--- config.mk ---
export PLATFORM = sky130hd
export DESIGN_NAME = mux_scan
export DESIGN_NICKNAME = d
export VERILOG_FILES = /design/src/rtl/mux_scan.sv
export SDC_FILE = /design/constraint.sdc
export NUM_CORES = 1
export LEC_CHECK = 0
export ABC_AREA = 1
export CAP_MARGIN = 10
export CELL_PAD_IN_SITES_DETAIL_PLACEMENT = 1
export CELL_PAD_IN_SITES_GLOBAL_PLACEMENT = 2
export CORE_MARGIN = 1
export CORE_UTILIZATION = 24
export CTS_BUF_LIST = sky130_fd_sc_hd__clkbuf_4 sky130_fd_sc_hd__clkbuf_8
export CTS_CLUSTER_DIAMETER = 150
export CTS_CLUSTER_SIZE = 30
export DETAILED_ROUTE_END_ITERATION = 10
export PLACE_DENSITY_LB_ADDON = 0.1
export SLEW_MARGIN = 20
export SYNTH_ARGS = -nofsm -noshare
export SYNTH_HDL_FRONTEND = slang
export SYNTH_SLANG_ARGS = --single-unit
--- constraint.sdc ---
create_clock -name clk -period 2.88 [get_ports clk]
set_input_delay 0.288 -clock clk [delete_from_list [all_inputs] [get_ports clk]]
set_output_delay 0.288 -clock clk [all_outputs]
set_load 0.05 [all_outputs]
--- src/rtl/mux_scan.sv ---
// Registered N:1 channel multiplexer with manual select and auto-scan (per-channel dwell).
// Optional macro MUX_SCAN_BLANK_EN blanks o/onehot on the first cycle of each scan dwell.
module mux_scan #(
  parameter int CH    = 8,
  parameter int W     = 4,
  parameter int DWELL = 4,
  parameter int SELW  = $clog2(CH)
) (
  input  logic              clk,
  input  logic              rst,
  input  logic [CH*W-1:0]   in,
  input  logic [SELW-1:0]   sel,
  input  logic              e,
  input  logic              scan,
  output logic [W-1:0]      o,
  output logic [SELW-1:0]   ch,
  output logic [CH-1:0]     onehot,
  output logic              wrap
);

  localparam int CW   = $clog2(DWELL + 1);
  localparam int NSEL = 1 << SELW;

  logic [W-1:0]    chan [NSEL];
  logic [CW-1:0]   cnt_q, cnt_d;
  logic [SELW-1:0] ch_q, ch_d;
  logic [W-1:0]    o_q, o_d;
  logic [CH-1:0]   onehot_q, onehot_d, hit;
  logic            wrap_q, wrap_d;
  logic            blank;

  // Indices CH..2^SELW-1 read as zero, so an out-of-range select blanks o naturally.
  for (genvar gi = 0; gi < NSEL; gi++) begin : g_chan
    if (gi < CH) begin : g_live
      assign chan[gi] = in[gi*W +: W];
    end else begin : g_pad
      assign chan[gi] = '0;
    end
  end

  for (genvar gi = 0; gi < CH; gi++) begin : g_hit
    assign hit[gi] = (ch_d == SELW'(gi));
  end

`ifdef MUX_SCAN_BLANK_EN
  if (DWELL < 2) begin : g_dwell_check
    $error("mux_scan: MUX_SCAN_BLANK_EN requires DWELL >= 2");
  end
  assign blank = scan && (cnt_d == '0);
`else
  assign blank = 1'b0;
`endif

  always_comb begin
    cnt_d    = cnt_q;
    ch_d     = ch_q;
    wrap_d   = 1'b0;
    o_d      = '0;
    onehot_d = '0;
    if (e) begin
      if (scan) begin
        if (cnt_q == CW'(DWELL - 1)) begin
          cnt_d = '0;
          // Wrap explicitly at CH; a stale out-of-range ch also restarts at 0.
          if (ch_q >= SELW'(CH - 1)) begin
            ch_d   = '0;
            wrap_d = (ch_q == SELW'(CH - 1));
          end else begin
            ch_d = ch_q + 1'b1;
          end
        end else begin
          cnt_d = cnt_q + 1'b1;
        end
      end else begin
        cnt_d = '0;
        ch_d  = sel;
      end
      if (!blank) begin
        o_d      = chan[ch_d];
        onehot_d = hit;
      end
    end
  end

  always_ff @(posedge clk or posedge rst) begin
    if (rst) begin
      cnt_q    <= '0;
      ch_q     <= '0;
      o_q      <= '0;
      onehot_q <= '0;
      wrap_q   <= 1'b0;
    end else begin
      cnt_q    <= cnt_d;
      ch_q     <= ch_d;
      o_q      <= o_d;
      onehot_q <= onehot_d;
      wrap_q   <= wrap_d;
    end
  end

  assign o      = o_q;
  assign ch     = ch_q;
  assign onehot = onehot_q;
  assign wrap   = wrap_q;

endmodule

==> results by group <==
Route
  • Vias per cell: roughly 4.2
  • DRC violations left: 0
  • DRT Pass-1 Iters: 4
  • Total wire length: 3600 um
  • WL per Instance: 11.9 um
  • Antenna Nets Post-Route: 0
  • Vias post-DR: 1284
  • Iteration-0 DRC Markers: 33

Global route
  • Largest net degree at the start of global routing: 25
  • Grt total ovfl: 0
  • Vias in the first global route: 1338
  • GRT Util Overall: 0.144
  • Initial antenna violation count: 0
  • Global-route wire length before repair: about 6100 um

Hold path
  • Hold Crit Class: input port to asynchronous set/reset pin

Clock tree
  • Hold Buf Count CTS: 0
  • Clk_lat worst skew: approximately 0.26 ns
  • Clk buf depth: 2
  • CTS tree: built
  • CTS Root Cell: clkbuf_8
  • Clk pin slew, worst setup/hold paths: around 0.070 ns
  • TritonCTS buffer count: 3
  • Resize count post-CTS: 0
  • Htree depth: 1
  • Postcts setup bufs: 0
  • CTS sink cnt: 19

Placed design
  • Placed Area: between 0.0015 and 0.002 mm2
  • IO buf count: 54
  • Setup WS pre-CTS: 0.787 ns
  • Final Wtd Congestion: 0.815
  • DPL Wire Length: 2990 um

Setup path
  • Category of the critical setup timing path: flop to flop
  • Critical path required time: 3.06 ns
  • Startpoint types: flop
  • Worst EP arrival: approximately 2.2 ns
  • Crit-path max FO: 9
  • Worst setup EP type: flop

Timing
  • Final worst slack: 0.841 ns
  • Tcrit/Tclk final: 0.708
  • Max Clk Rate: roughly 0.49 GHz
  • Final setup viols: 0
  • Hold Fails Final Rpt: 0
  • TNS Setup: 0 ns
  • Max transition margin: 0.507
  • Min Tclk post-route: between 2 and 2.5 ns
  • Final Skew: 0.00213 ns
  • Measured slew at the worst slew-check pin: roughly 0.74 ns
  • Max-slew violations: 0
  • RSZ-0062 raised after global routing: no

Synthesis
  • Post-Syn Nets: 223
  • Synth warnings: 0
  • Adder-Cell Fraction of Synth Area: 0.0394
  • Top-count cell post-synth: nand2_1
  • Leading area contributor after synthesis: dfrtp_1
  • Post-Synth XOR/XNOR Area: 0
  • EDFF count, synth: 0
  • Synth cell types: 22
  • Mux cell area share after synthesis: 0
  • Number of synthesized register bits: 19
  • Most instantiated cells after synthesis: nand2_1 (52), inv_1 (31), nor2_1 (24)
  • Mean Syn Cell Area: 7.06 um2
  • Top cell type's share of synthesized area: 0.374
  • Post-synthesis sequential area ratio: 0.374
  • Top FF cell, synth: dfrtp_1
  • Largest family of logic cells by synthesized area: simple AND/OR/NAND/NOR gates
  • Area contributors post-synth: dfrtp_1 (37%), nand2_1 (15%), inv_1 (9.2%), nor2_1 (7.1%), nand3_1 (4.7%)
  • Synth Area in Compound Gates: 0.0748
  • Synthesized area: roughly 0.0013 mm2
  • Simple-Gate Fraction of Synth Area: 0.376
  • Fraction of registers with async set/reset: 1.00
  • Cell count after synthesis: 180

Die
  • Site Rows: 26
  • Area of the core: 0.00511 mm2
  • Die W: between 70 and 80 um
  • Io pins: 55
  • Die height: between 70 and 80 um
  • Die footprint: 0.00559 mm2
  • Starting density of the core: 0.249

Run status
  • Status: finished clean

Power and ir drop
  • Pleak: a little over 0.0009 uW
  • PwrDens: 451 mW/mm2
  • Maximum ir drop on the vdd rail: 0.130 mV

Final layout
  • Final Instance Area: 0.00190 mm2
  • Final net count: 278
  • Layout filler cell count: 645
  • Diodes inserted: 0
  • Fin util: 0.373
  • Share of layout cells above drive strength 1: 0.0684
  • Area growth, synth to finish: 49.8%
  • Area of the multi-input gates: 623 um2
  • Sequential Area: 475 um2

Job
  • Max-cap viol count: 0
[kinds of logic after synthesis]
logic type	Yosys count
flip-flops	19
adder cells (fa/ha/maj)	4
AO/OA/AOI/OAI	16
AND/OR/NAND/NOR	103
buffers and inverters	38
[power by group]
part / leakage, uW / internal (uW) / switching, uW / total (uW)
clock: 0.0000255 / 96.2 / 91.6 / 188
combinational: 0.000662 / 142 / 217 / 359
sequential: 0.000248 / 293 / 18.3 / 311
[metal layers]
layer / up-vias / part of all wire / global-route usage
li1: 654 / - / -
met1: 589 / 0.44 / 0.169
met2: 34 / 0.51 / 0.265
met3: 7 / 0.039 / 0.0201
met4: 0 / 0.019 / 0.0503
met5: - / 0 / 0
[sequential cells by signal, summed over array words and instances (netlist names)]
| signal | count |
|---|---|
| ch | 3 |
| cnt_q | 3 |
| o | 4 |
| onehot | 8 |
| wrap | 1 |
[per-stage QoR]
| step | total power, uW | hold WS (ns) | cells |
|---|---|---|---|
| floorplan | 549 | 0.239 | 180 |
| detailed placement | 684 | 0.491 | 300 |
| finish | 858 | 0.456 | 304 |
| global route | 922 | 0.514 | 304 |
| global placement | 675 | 0.480 | 300 |
| CTS | 872 | 0.489 | 304 |
[cell usage in the layout (no fill, tap or decap)]
master / instances
ha_1: 4
o21ai_2: 2
o31ai_1: 1
nand2_8: 1
clkinv_2: 1
a21oi_1: 3
nand3_1: 12
or2_2: 1
nand2_2: 3
clkbuf_8: 3
nand2_1: 52
o21ai_1: 3
clkdlybuf4s50_1: 54
o211ai_1: 2
nand3b_1: 7
o21ai_0: 5
buf_4: 1
nand3_4: 1
nor2_1: 24
nor2_4: 1
or2_0: 1
dfrtp_1: 19
inv_2: 2
inv_1: 31
[worst max-delay path: stages, from the launching register on]
cell and delay, ns:
dfrtp_1 0.44, ha_1 0.26, ha_1 0.21, nor2_1 0.12, inv_1 0.05, nand2_1 0.08, nand2_1 0.05, nand2_1 0.09
nand2_2 0.14, nand2_1 0.16, o21ai_2 0.10, inv_2 0.08, nand2_1 0.06, nor2_1 0.12
[final cells by class]
class | instances | area share
clock buffer | 3 | 0.0217
clock inverter | 1 | 0.00263
sequential | 19 | 0.250
timing repair buffer | 55 | 0.288
tap | 70 | 0.0460
multi-input combinational | 123 | 0.327
inverter | 33 | 0.0650
[worst paths after layout]
kind | slack [ns] | cells after the start | end | start
min in group clk | 0.49 | 1 | cnt_q[0]$_DFFE_PP0P_ | cnt_q[0]$_DFFE_PP0P_
min | 0.46 | 2 | onehot[4]$_DFF_PP0_ | rst
max | 0.84 | 13 | onehot[2]$_DFF_PP0_ | ch[0]$_DFF_PP0_
min reg2reg | 0.49 | 1 | cnt_q[0]$_DFFE_PP0P_ | cnt_q[0]$_DFFE_PP0P_
max reg2reg | 0.84 | 13 | onehot[2]$_DFF_PP0_ | ch[0]$_DFF_PP0_
max in group asynchronous | 1.96 | 2 | cnt_q[2]$_DFFE_PP0P_ | rst
Note: power is estimated with default switching activity, not from simulation.
